**config.mk**
```make
export PLATFORM = sky130hd
export DESIGN_NAME = lstm_step_sched
export DESIGN_NICKNAME = d
export VERILOG_FILES = /design/src/rtl/lstm_ctrl_pkg.sv /design/src/rtl/lstm_step_sched.sv
export SDC_FILE = /design/constraint.sdc
export NUM_CORES = 1
export LEC_CHECK = 0
export CORE_MARGIN = 2
export CORE_UTILIZATION = 53
export CTS_CLUSTER_DIAMETER = 80
export CTS_CLUSTER_SIZE = 24
export DETAILED_ROUTE_END_ITERATION = 16
export GPL_TIMING_DRIVEN = 0
export PLACE_DENSITY_LB_ADDON = 0.15
export RECOVER_POWER = 50
export SKIP_LAST_GASP = 1
export SYNTH_ARGS = -nofsm -noshare
export SYNTH_HDL_FRONTEND = slang
export SYNTH_SLANG_ARGS = --single-unit
```
**constraint.sdc**
```tcl
create_clock -name sys_clk -period 2.7 [get_ports sys_clk]
set_input_delay 0.405 -clock sys_clk [delete_from_list [all_inputs] [get_ports sys_clk]]
set_output_delay 0.405 -clock sys_clk [all_outputs]
set_load 0.02 [all_outputs]
```
**src/rtl/lstm_ctrl_pkg.sv**
```systemverilog
// Shared control types for the LSTM step sequencer.
// Scheduler state encoding and gate order.
package lstm_ctrl_pkg;

  localparam int NUM_GATES = 4;

  localparam logic [1:0] GATE_I = 2'd0;
  localparam logic [1:0] GATE_F = 2'd1;
  localparam logic [1:0] GATE_G = 2'd2;
  localparam logic [1:0] GATE_O = 2'(NUM_GATES - 1);

  typedef enum logic [2:0] {
    IDLE,
    RUN,
    DRAIN,
    UPD,
    WAIT,
    FIN
  } sched_state_t;

endpackage

```
**src/rtl/lstm_step_sched.sv**
```systemverilog
// LSTM timestep sequencer: four gate passes, drain, then c/h update.
// Outputs are registered from the next-state decode.
module lstm_step_sched
  import lstm_ctrl_pkg::*;
#(
  parameter int STEP_BITS = 8,
  parameter int DRAIN_CYC = 3
) (
  input  logic                 sys_clk,
  input  logic                 reset,
  input  logic                 go,
  input  logic [STEP_BITS-1:0] num_steps,
  input  logic                 abort,
  output logic                 busy,
  output logic                 done,
  output logic                 ag_start,
  input  logic                 ag_done,
  output logic [1:0]           gate_sel,
  output logic [STEP_BITS-1:0] step_idx,
  output logic                 cell_upd,
  input  logic                 cell_ack
);

  localparam logic [3:0] DRAIN_LOAD = 4'(DRAIN_CYC - 1);
  localparam logic [STEP_BITS-1:0] ONE = STEP_BITS'(1);

  sched_state_t         state_q;
  sched_state_t         state_d;
  logic [3:0]           cnt_q;
  logic [3:0]           cnt_d;
  logic [STEP_BITS-1:0] nsteps_q;
  logic [STEP_BITS-1:0] nsteps_d;
  logic [STEP_BITS-1:0] step_d;
  logic [1:0]           gate_d;
  logic                 last_step;

  // Compare before increment so step_idx never wraps.
  assign last_step = (step_idx == nsteps_q - ONE);

  always_comb begin
    state_d  = state_q;
    cnt_d    = cnt_q;
    nsteps_d = nsteps_q;
    gate_d   = gate_sel;
    step_d   = step_idx;
    unique case (state_q)
      IDLE: begin
        if (go) begin
          if (num_steps != '0) begin
            nsteps_d = num_steps;
            gate_d   = GATE_I;
            step_d   = '0;
            state_d  = RUN;
          end else begin
            state_d  = FIN;
          end
        end
      end
      RUN: begin
        if (ag_done) begin
          cnt_d   = DRAIN_LOAD;
          state_d = DRAIN;
        end
      end
      DRAIN: begin
        if (cnt_q == 4'd0) begin
          if (gate_sel == GATE_O) begin
            state_d = UPD;
          end else begin
            gate_d  = gate_sel + 2'd1;
            state_d = RUN;
          end
        end else begin
          cnt_d = cnt_q - 4'd1;
        end
      end
      UPD: state_d = WAIT;
      WAIT: begin
        if (cell_ack) begin
          if (last_step) begin
            state_d = FIN;
          end else begin
            step_d  = step_idx + ONE;
            gate_d  = GATE_I;
            state_d = RUN;
          end
        end
      end
      FIN: state_d = IDLE;
      default: state_d = IDLE;
    endcase
    // Cancel wins over everything; idle state is left untouched.
    if (abort) begin
      state_d  = IDLE;
      cnt_d    = cnt_q;
      nsteps_d = nsteps_q;
      gate_d   = (state_q == IDLE) ? gate_sel : GATE_I;
      step_d   = (state_q == IDLE) ? step_idx : '0;
    end
  end

  always_ff @(posedge sys_clk) begin
    if (reset) begin
      state_q  <= IDLE;
      cnt_q    <= '0;
      nsteps_q <= '0;
      gate_sel <= GATE_I;
      step_idx <= '0;
      busy     <= 1'b0;
      done     <= 1'b0;
      ag_start <= 1'b0;
      cell_upd <= 1'b0;
    end else begin
      state_q  <= state_d;
      cnt_q    <= cnt_d;
      nsteps_q <= nsteps_d;
      gate_sel <= gate_d;
      step_idx <= step_d;
      busy     <= (state_d != IDLE);
      done     <= (state_d == FIN);
      ag_start <= (state_d == RUN);
      cell_upd <= (state_d == UPD);
    end
  end

endmodule

```
* Word level (Yosys, flattened, before mapping)
Cells that the tools add are included.
** Operators by class
- Equal/unequal tests :: 18
- Muxes and demuxes :: 28
- Add/sub/neg operators :: 4
- Reductions and logical operators :: 11
- Shifts and indexed selects :: 0
- Multipliers :: 0
- $lt $le $gt $ge :: 0
- Bitwise logic cells :: 1
- Div/mod/pow operators :: 0
** Operators with widths (number)
- two-way mux 8 bit :: 6
- two-way mux 3 bit :: 7
- two-way mux 2 bit :: 9
- one-hot mux 8 bit (2 select lines) :: 1
- one-hot mux 3 bit (5 select lines) :: 1
- inequality test 3 bit (second input constant) :: 4
- inequality test 2 bit (second input constant) :: 5
- == test 3 x 2 -> 1 bit (second input constant) :: 3
- adder 8 x 1 -> 8 bit (second input constant) :: 1
- == test 8 bit :: 1
- two-way mux 4 bit :: 2
- one-hot mux 4 bit (2 select lines) :: 1
- AND reduction 4 bit :: 2
- AND reduction 8 bit :: 1
- nonzero test 8 bit :: 1
- subtractor 8 x 1 -> 8 bit (second input constant) :: 1
- == test 3 x 1 -> 1 bit (second input constant) :: 2
- == test 3 bit (second input constant) :: 2
- one-hot mux 2 bit (3 select lines) :: 1
- AND reduction 6 bit :: 1
- nonzero test 3 bit :: 2
- zero test 4 bit :: 1
- nonzero test 4 bit :: 1
- subtractor 4 x 1 -> 4 bit (second input constant) :: 1
- other kinds (5) :: 5
** Storage, ports and cells
- Memories :: 0
- Bits in read-only memories :: 0
- Memory bits (writable) :: 0
- Latch bits :: 0
- Register bits :: 29

* Longest topological paths before layout
Gate-level depths: netlist of the first run.
- Depth in word-level cells :: 7
- Gate-level depth with buffers :: 12
- Depth with buffers taken out :: 9

* Worst setup path after synthesis of the first run
Ideal clock, no wire load.
- Kind :: register to register
- From :: register nsteps_q[0]
- To :: register ag_start
- Setup slack :: 0.592 ns
- Arrival time :: 1.993 ns
- Path buffers :: 2
- Stages on the path, launching flop included :: 11
- Data required time :: 2.585 ns
- Setup time :: 0.115 ns
- Cells stage by stage :: dfxtp_1 > buf_2 > inv_1 > ha_1 > buf_2 > or2_2 > a221oi_1 > a31o_2 > and4b_1 > a31oi_4 > and3_1
** On the way
- Cells in the longest elaborated chain, start to end :: 7
** Ends and longest elaborated chain
- start, declared :: line lstm_step_sched.sv:31 : logic [STEP_BITS-1:0] nsteps_q;
- start signal, assigned :: line lstm_step_sched.sv:116 : nsteps_q <= nsteps_d;
- subtractor 8 x 1 -> 8 bit :: line lstm_step_sched.sv:38 : assign last_step = (step_idx == nsteps_q - ONE);
- == test 8 bit :: line lstm_step_sched.sv:38
- two-way mux 3 bit :: line lstm_step_sched.sv:80 : if (last_step) begin
- two-way mux 3 bit :: line lstm_step_sched.sv:79 : if (cell_ack) begin
- one-hot mux 3 bit (5 select lines) :: line lstm_step_sched.sv:46 : unique case (state_q)
- two-way mux 3 bit :: line lstm_step_sched.sv:93 : if (abort) begin
- == test 3 x 1 -> 1 bit :: line lstm_step_sched.sv:121 : ag_start <= (state_d == RUN);
- end signal, assigned :: line lstm_step_sched.sv:121
- end, declared :: line lstm_step_sched.sv:16 : output logic ag_start,
Every way passes these cells.
A chain may end at the register's enable or synchronous reset.

* Worst setup path in the final report of the first run
- From :: register state_q[1]
- To :: register nsteps_q[4]
** On the way
- Cells in the longest elaborated chain, start to end :: 2
** Ends and longest elaborated chain
- start, declared :: line lstm_step_sched.sv:27 : sched_state_t state_q;
- start signal, assigned :: line lstm_step_sched.sv:114 : state_q <= state_d;
- zero test 3 bit :: line lstm_step_sched.sv:46
- AND reduction 4 bit (no line)
Every way passes these cells.

==> impl_metrics.prom, run 1 <==
# TYPE chip_impl_metric gauge
chip_impl_metric{name="synthesized_area_fraction_occupied_by_adder_cells",unit=""} 0.0283
chip_impl_info{name="crit_chain",value="nor2_1 > nand2_1 > nor4_2 > mux2i_1 > nor2_1"} 1
chip_impl_metric{name="critical_path_peak_fanout",unit=""} 8
chip_impl_metric{name="synth_area_per_cell",unit="sq um"} 8.57
chip_impl_metric{name="post_synth_and_or_nand_nor_area_fraction",unit=""} 0.274
chip_impl_metric{name="wl_per_cell",unit="microns"} 14.0
chip_impl_metric{name="layout.filler_cells",unit=""} 279
chip_impl_metric{name="drc",unit=""} 0
chip_impl_metric{name="postLayoutCoreUtil",unit=""} 0.686
chip_impl_metric{name="setup_viol_count_final",unit=""} 0
chip_impl_info{name="mostFrequentLayoutCells",value="29 x sky130_fd_sc_hd__dfxtp_1, 27 x sky130_fd_sc_hd__nor2_1, 15 x sky130_fd_sc_hd__mux2i_1"} 1
chip_impl_metric{name="slew_viols_final",unit=""} 0
chip_impl_metric{name="instances_no_fill",unit=""} 283
chip_impl_metric{name="route.final.wire_length",unit="microns"} 3960
chip_impl_metric{name="synthesis.area",unit="sq mm"} 0.00177
chip_impl_metric{name="global_route_total_overflow",unit=""} 0
chip_impl_metric{name="max_slew_margin",unit=""} 0.248
chip_impl_metric{name="cts_repair_resize_count",unit=""} 0
chip_impl_metric{name="finalClockSkew",unit="ns"} 0.00704
chip_impl_metric{name="synth.mux.area_fraction",unit=""} 0.0914
chip_impl_metric{name="synth.distinct_cells",unit=""} 55
chip_impl_metric{name="cts-hold-fix-buffers",unit=""} 0
chip_impl_info{name="yosys-top-cells-area",value="sky130_fd_sc_hd__dfxtp_1 33%, sky130_fd_sc_hd__mux2i_1 8.5%, sky130_fd_sc_hd__nor2_1 5.5%"} 1
chip_impl_metric{name="setup_ws_final",unit="ns"} 0.388
chip_impl_info{name="combinational_family_with_the_most_area_after_synthesis",value="simple AND/OR/NAND/NOR gates"} 1
chip_impl_metric{name="area_delta_synth_final",unit="%"} 20.6
chip_impl_metric{name="globalRouteMet3Util",unit=""} 0.0435
chip_impl_info{name="endpoint_kind",value="flop"} 1
chip_impl_info{name="mostFrequentLayoutCell",value="sky130_fd_sc_hd__dfxtp_1"} 1
chip_impl_metric{name="timing.critical_path.slowest_cell_delay",unit="ns"} 0.94
chip_impl_metric{name="synth.ff_latch_count",unit=""} 29
chip_impl_metric{name="floorplan.initialDensity",unit=""} 0.569
chip_impl_metric{name="drive_gt1_frac",unit=""} 0.130
chip_impl_metric{name="yosys.area.top_type_share",unit=""} 0.329
chip_impl_metric{name="numClockSinks",unit=""} 29
chip_impl_metric{name="synth_compound_area_frac",unit=""} 0.175
chip_impl_info{name="path_class",value="reg -> reg"} 1
chip_impl_metric{name="antenna_cells_inserted",unit=""} 0
chip_impl_metric{name="overall_via_count_from_detail_route",unit=""} 1616
chip_impl_metric{name="worstPathBufferInverterCount",unit=""} 0
chip_impl_metric{name="p_per_area",unit="mW/mm^2"} 430
chip_impl_metric{name="firstDrtPassIters",unit=""} 4
chip_impl_metric{name="final_min_period_over_clock_period",unit=""} 0.856
chip_impl_metric{name="fp-row-count",unit=""} 20
chip_impl_metric{name="fin_nets",unit=""} 256
chip_impl_metric{name="htree_num_levels",unit=""} 2
chip_impl_metric{name="worst_slew_pin_slew",unit="ns"} 1.12
chip_impl_metric{name="timing.fmax",unit="MHz"} 433
chip_impl_info{name="synthDominantAreaCellType",value="sky130_fd_sc_hd__dfxtp_1"} 1
chip_impl_info{name="critical_path.slowest_cell",value="sky130_fd_sc_hd__nor4_2"} 1
chip_impl_metric{name="ys_warn_count",unit=""} 0
chip_impl_metric{name="place.port_buffers",unit=""} 25
chip_impl_metric{name="first_global_vias",unit=""} 1475
chip_impl_metric{name="synth_seq_area_share",unit=""} 0.329
chip_impl_metric{name="cp.arrival",unit="ns"} 2.52
chip_impl_metric{name="cts_made_buffers",unit=""} 5
chip_impl_info{name="critical_path_s_top_delay_family",value="simple AND/OR/NAND/NOR gates"} 1
chip_impl_metric{name="timing.final.hold_violations",unit=""} 0
chip_impl_info{name="cell_type_with_the_highest_occurrence_count_on_the_critical_path",value="sky130_fd_sc_hd__nor2_1"} 1
chip_impl_metric{name="setup-tns-final",unit="ns"} 0
chip_impl_metric{name="io_pins",unit=""} 28
chip_impl_metric{name="syn_inst",unit=""} 206
chip_impl_info{name="hold_crit_class",value="in -> reg"} 1
chip_impl_metric{name="clock_tree.buffer_depth",unit=""} 2
chip_impl_metric{name="dieArea",unit="sq mm"} 0.00381
chip_impl_info{name="timing.critical_path.from_type",value="flop"} 1
chip_impl_metric{name="syn-num-nets",unit=""} 224
chip_impl_metric{name="routabilityCongestion",unit=""} 0.846
chip_impl_metric{name="static-leakage-power",unit="nW"} 0.873
chip_impl_info{name="root_buffer",value="sky130_fd_sc_hd__clkbuf_4"} 1
chip_impl_metric{name="detailedPlacementHpwl",unit="microns"} 3010
chip_impl_info{name="outcome",value="completed"} 1
chip_impl_metric{name="met2_usage",unit=""} 0.400
chip_impl_metric{name="global_route_wire_length_before_repair",unit="microns"} 6330
chip_impl_metric{name="floorplan.die.height",unit="microns"} 61.7
chip_impl_metric{name="vias_per_cell",unit=""} 5.71
chip_impl_metric{name="coreArea",unit="sq mm"} 0.00310
chip_impl_metric{name="multiInputGateArea",unit="sq mm"} 0.00108
chip_impl_info{name="tritoncts_clock_tree",value="yes"} 1
chip_impl_metric{name="r2r_slack",unit="ns"} 0.39
chip_impl_metric{name="maxCapViolations",unit=""} 0
chip_impl_metric{name="placedCellCount",unit=""} 275
chip_impl_metric{name="drt-initial-drc-count",unit=""} 158
chip_impl_metric{name="synth_enable_flop_cells",unit=""} 0
chip_impl_metric{name="seq_area",unit="sq um"} 581
chip_impl_metric{name="antenna_left",unit=""} 0
chip_impl_metric{name="clock_transition_at_the_registers_of_the_reported_paths",unit="ns"} 0.10
chip_impl_metric{name="worst_ir_drop_vdd",unit="uV"} 289
chip_impl_metric{name="setup_slack_placement",unit="ns"} 0.262
chip_impl_info{name="grt_setup_unrepaired",value="no"} 1
chip_impl_metric{name="grtUsageTotal",unit=""} 0.225
chip_impl_info{name="synth-main-ff-cell",value="sky130_fd_sc_hd__dfxtp_1"} 1
chip_impl_metric{name="post_cts_buffers",unit=""} 0
chip_impl_metric{name="clock_insertion_delay_worst_skew",unit="ns"} 0.33
chip_impl_metric{name="die_width",unit="microns"} 61.7
chip_impl_metric{name="maximum_number_of_pins_on_one_net_before_global_route_repair",unit=""} 11
chip_impl_metric{name="worstPathRequired",unit="ns"} 2.91
chip_impl_metric{name="post_synth_xor_area_fraction",unit=""} 0.0496
chip_impl_metric{name="gr-usage-met1",unit=""} 0.267
chip_impl_metric{name="proportion_of_register_bits_with_asynchronous_set_or_reset_after_synthesis",unit=""} 0
chip_impl_metric{name="period_needed",unit="ns"} 2.31
chip_impl_metric{name="initial_antenna_violation_count",unit=""} 0
chip_impl_info{name="globalRoute.busiestLayer",value="met2"} 1
[cells by family after synthesis]
family | Yosys count
fa+ha+maj | 4
flops | 29
compound gates | 41
xor+xnor | 10
simple gates | 85
mux | 16
buf+inv | 21
[metrics by stage]
| step | instance area [sq um] | hold slack (ns) | total power, mW |
|---|---|---|---|
| floorplan | 1770 | 0.472 | 0.570 |
| detailed placement | 2070 | 0.504 | 0.620 |
| global placement | 2070 | 0.496 | 0.613 |
| global route | 2130 | 0.486 | 0.951 |
| CTS | 2140 | 0.466 | 0.923 |
| finish | 2130 | 0.459 | 0.915 |
[synthesized netlist by cell type, types with 2 or more instances]
cell type                  instances
sky130_fd_sc_hd__dfxtp_1          29
sky130_fd_sc_hd__nor2_1           26
sky130_fd_sc_hd__mux2i_1          15
sky130_fd_sc_hd__nand2_1          14
sky130_fd_sc_hd__inv_1            10
sky130_fd_sc_hd__a21oi_1           9
sky130_fd_sc_hd__nand2b_1          8
sky130_fd_sc_hd__xnor2_1           7
sky130_fd_sc_hd__buf_2             5
sky130_fd_sc_hd__clkbuf_1          5
sky130_fd_sc_hd__nor3_1            5
sky130_fd_sc_hd__ha_1              4
sky130_fd_sc_hd__nand4_1           4
sky130_fd_sc_hd__or2_2             4
sky130_fd_sc_hd__a211oi_1          3
sky130_fd_sc_hd__a21o_1            3
sky130_fd_sc_hd__and3_1            3
sky130_fd_sc_hd__o21ai_0           3
sky130_fd_sc_hd__xor2_1            3
sky130_fd_sc_hd__a211o_1           2
sky130_fd_sc_hd__a31o_2            2
sky130_fd_sc_hd__and4b_1           2
sky130_fd_sc_hd__nor2b_1           2
sky130_fd_sc_hd__nor3b_1           2
sky130_fd_sc_hd__nor4_1            2
sky130_fd_sc_hd__o21ai_1           2
sky130_fd_sc_hd__o22a_1            2
sky130_fd_sc_hd__or2_1             2
sky130_fd_sc_hd__or4_4             2
[worst paths after layout]
check	start	depth (start not counted)	end
hold / removal	reset	2	cnt_q[2]
hold reg to reg	step_idx[7]	2	step_idx[7]
setup reg to reg	state_q[1]	5	nsteps_q[4]
setup / recovery	state_q[1]	5	nsteps_q[4]
[where the power goes]
part	switching (mW)	internal (mW)
registers	0.0126	0.438
logic	0.0833	0.0750
clock network	0.155	0.151
total	0.251	0.664
[cell type report]
class | instances | area share
clock buffers | 7 | 0.0306
inverters | 10 | 0.0176
flip-flops and latches | 29 | 0.273
plain buffers | 11 | 0.0259
multi-input cells | 156 | 0.508
repair buffers | 25 | 0.118
well taps | 44 | 0.0259
clock inverters | 1 | 0.00235
[routing by layer]
layer  vias to the layer above  wire length [microns]
met4                         0                     67
met5                         -                      0
met1                       759                   1700
met2                        51                   1990
li1                        799                      -
met3                         7                    208
[flip-flops by register name, indices dropped and copies added (netlist names)]
signal and count:
nsteps_q 8, busy 1, cell_upd 1, ag_start 1, state_q 3, step_idx 8, cnt_q 4, gate_sel 2
done 1
Note: power is estimated with default switching activity, not from simulation.
==> run 2, diff against run 1 <==
Settings changed: HOLD_SLACK_MARGIN set to 0.02.
Clock period 2.7 ns to 2.53 ns, I/O delays scaled along.
==> run 2 against run 1 <==
- global-route usage unchanged
- clock skew barely moved
- combinational power increased by 7%
- sequential cell count unchanged
- maximum frequency grew 0.87%
- critical endpoint is now ag_start
==> impl_metrics.prom, run 2 (synthesized netlist as in run 1, its figures left out) <==
# TYPE chip_impl_metric gauge
chip_impl_info{name="outcome",value="completed"} 1
chip_impl_metric{name="min_delay_path_depth",unit=""} 2
chip_impl_metric{name="grtUsageTotal",unit=""} 0.225
chip_impl_metric{name="cts_repair_resize_count",unit=""} 0
chip_impl_metric{name="critical_path_peak_fanout",unit=""} 8
chip_impl_metric{name="coreArea",unit="sq mm"} 0.00310
chip_impl_metric{name="route.final.wire_length",unit="microns"} 3940
chip_impl_metric{name="floorplan.initialDensity",unit=""} 0.569
chip_impl_metric{name="setup_ws_final",unit="ns"} 0.238
chip_impl_metric{name="multiInputGateArea",unit="sq mm"} 0.00108
chip_impl_metric{name="antenna_left",unit=""} 0
chip_impl_metric{name="setup-tns-final",unit="ns"} 0
chip_impl_metric{name="area_delta_synth_final",unit="%"} 20.8
chip_impl_metric{name="final_design_area_no_fill",unit="sq mm"} 0.00213
chip_impl_metric{name="firstDrtPassIters",unit=""} 4
chip_impl_info{name="critical_path_s_top_delay_family",value="simple AND/OR/NAND/NOR gates"} 1
chip_impl_metric{name="p_per_area",unit="mW/mm^2"} 457
chip_impl_metric{name="vias_per_cell",unit=""} 5.73
chip_impl_metric{name="io_pins",unit=""} 28
chip_impl_metric{name="seq_area",unit="sq um"} 581
chip_impl_metric{name="combinational_fraction_of_design_power",unit=""} 0.173
chip_impl_metric{name="routed-wl-met3",unit="microns"} 202
chip_impl_metric{name="timing.fmax",unit="MHz"} 436
chip_impl_metric{name="ff2ff_path_depth",unit=""} 10
chip_impl_info{name="dr.max_layer_used",value="met4"} 1
chip_impl_metric{name="worst_slew_pin_slew",unit="ns"} 1.12
chip_impl_metric{name="period_needed",unit="ns"} 2.29
chip_impl_metric{name="final_min_period_over_clock_period",unit=""} 0.906
chip_impl_metric{name="initial_antenna_violation_count",unit=""} 0
chip_impl_metric{name="post_cts_buffers",unit=""} 0
chip_impl_metric{name="drt-initial-drc-count",unit=""} 156
chip_impl_metric{name="total_power",unit="mW"} 0.975
chip_impl_metric{name="routabilityCongestion",unit=""} 0.846
chip_impl_info{name="critical_path.slowest_cell",value="sky130_fd_sc_hd__dfxtp_1"} 1
chip_impl_metric{name="wl_per_cell",unit="microns"} 13.9
chip_impl_info{name="hold_crit_class",value="in -> reg"} 1
chip_impl_metric{name="global_route_total_overflow",unit=""} 0
chip_impl_metric{name="net-switching-power",unit="mW"} 0.266
chip_impl_metric{name="p_sw_frac",unit=""} 0.273
chip_impl_metric{name="worst_ir_drop_vdd",unit="uV"} 309
chip_impl_metric{name="cp.arrival",unit="ns"} 2.52
chip_impl_metric{name="detailroute.wirelength.met2",unit="microns"} 1970
chip_impl_metric{name="htree_num_levels",unit=""} 2
chip_impl_metric{name="detailedPlacementHpwl",unit="microns"} 3010
chip_impl_metric{name="clock_tree.buffer_depth",unit=""} 2
chip_impl_metric{name="drive_gt1_frac",unit=""} 0.134
chip_impl_metric{name="cts_made_buffers",unit=""} 5
chip_impl_metric{name="dieArea",unit="sq mm"} 0.00381
chip_impl_info{name="timing.critical_path.from_type",value="flop"} 1
chip_impl_info{name="path_class",value="reg -> reg"} 1
chip_impl_metric{name="static-leakage-power",unit="nW"} 0.874
chip_impl_info{name="tritoncts_clock_tree",value="yes"} 1
chip_impl_info{name="cell_type_with_the_highest_occurrence_count_on_the_critical_path",value="sky130_fd_sc_hd__buf_2"} 1
chip_impl_metric{name="maximum_number_of_pins_on_one_net_before_global_route_repair",unit=""} 11
chip_impl_metric{name="worstPathBufferInverterCount",unit=""} 3
chip_impl_metric{name="worstPathRequired",unit="ns"} 2.75
chip_impl_info{name="root_buffer",value="sky130_fd_sc_hd__clkbuf_4"} 1
chip_impl_metric{name="critical_path_cell_count",unit=""} 10
chip_impl_metric{name="finalClockSkew",unit="ns"} 0.00709
chip_impl_info{name="grt_setup_unrepaired",value="no"} 1
chip_impl_metric{name="overall_via_count_from_detail_route",unit=""} 1622
chip_impl_metric{name="timing.critical_path.slowest_cell_delay",unit="ns"} 0.31
chip_impl_info{name="mostFrequentLayoutCells",value="29 x sky130_fd_sc_hd__dfxtp_1, 26 x sky130_fd_sc_hd__nor2_1, 15 x sky130_fd_sc_hd__mux2i_1"} 1
chip_impl_metric{name="p_clk_frac",unit=""} 0.333
chip_impl_metric{name="timing.final.hold_violations",unit=""} 0
chip_impl_metric{name="fp-row-count",unit=""} 20
chip_impl_metric{name="maxCapViolations",unit=""} 0
chip_impl_metric{name="dpl_cell_area",unit="sq mm"} 0.00207
chip_impl_metric{name="clock_transition_at_the_registers_of_the_reported_paths",unit="ns"} 0.10
chip_impl_metric{name="place.port_buffers",unit=""} 25
chip_impl_metric{name="setup_slack_placement",unit="ns"} 0.118
chip_impl_metric{name="max_slew_margin",unit=""} 0.249
chip_impl_metric{name="slew_viols_final",unit=""} 0
chip_impl_metric{name="layout.filler_cells",unit=""} 279
chip_impl_metric{name="clock_insertion_delay_worst_skew",unit="ns"} 0.32
chip_impl_metric{name="met1_layer_wirelength_in_the_final_routing",unit="microns"} 1700
chip_impl_info{name="top_regs",value="nsteps_q (8), step_idx (8), cnt_q (4)"} 1
chip_impl_metric{name="die_width",unit="microns"} 61.7
chip_impl_metric{name="fin_nets",unit=""} 256
chip_impl_metric{name="antenna_cells_inserted",unit=""} 0
chip_impl_metric{name="numClockSinks",unit=""} 29
chip_impl_metric{name="floorplan.die.height",unit="microns"} 61.7
chip_impl_metric{name="setup_viol_count_final",unit=""} 0
chip_impl_metric{name="cts-hold-fix-buffers",unit=""} 0
chip_impl_info{name="crit_chain",value="buf_2 > inv_1 > ha_1 > buf_2 > or2_2 > a221oi_1 > a31o_2 > and4b_1 > a31oi_4 > and3_1"} 1
chip_impl_info{name="mostFrequentLayoutCell",value="sky130_fd_sc_hd__dfxtp_1"} 1
chip_impl_metric{name="seq_power_share",unit=""} 0.494
chip_impl_metric{name="global_route_wire_length_before_repair",unit="microns"} 6330
chip_impl_metric{name="drc",unit=""} 0
chip_impl_metric{name="cellInternalPower",unit="mW"} 0.709
chip_impl_metric{name="first_global_vias",unit=""} 1475
chip_impl_info{name="endpoint_kind",value="flop"} 1
[run 2: per-stage QoR]
step	util	hold slack (ns)	instances
floorplan	-	0.472	206
global placement	0.667	0.496	275
detailed placement	0.667	0.504	275
CTS	0.690	0.440	283
global route	0.687	0.460	283
finish	0.687	0.441	283
[run 2: power by group through the flow]
stage	clock [mW]	sequential [mW]	combinational, mW
after global placement	0	0.491	0.162
after floorplan	0	0.493	0.116
final	0.325	0.481	0.169
after global routing	0.349	0.482	0.185
after CTS	0.332	0.481	0.171
after detailed placement	0	0.492	0.170
[run 2: worst paths after layout]
kind                             startpoint           to  slack (ns)
worst max-delay path            nsteps_q[0]     ag_start        0.24
worst min-delay path                  reset     cnt_q[2]        0.44
worst max register to register  nsteps_q[0]     ag_start        0.24
worst min register to register  step_idx[7]  step_idx[7]        0.52
[run 2: layer usage]
layer,up-vias,global-route usage
li1,801,-
met1,762,0.267
met5,-,0
met2,51,0.400
met4,0,0.0851
met3,8,0.0435
[run 2: final cells by class]
| type | instances | area share |
|---|---|---|
| Timing Repair Buffer | 25 | 0.117 |
| Multi-Input combinational cell | 156 | 0.508 |
| Tap cell | 44 | 0.0258 |
| Buffer | 11 | 0.0258 |
| Clock inverter | 1 | 0.00235 |
| Inverter | 10 | 0.0176 |
| Sequential cell | 29 | 0.272 |
| Clock buffer | 7 | 0.0305 |
==> run 3, diff against run 2 <==
Settings changed: HOLD_SLACK_MARGIN 0.02 to 0.12.
==> results of run 3 <==
The final DEF is identical to that of run 2; final timing and power are the same.
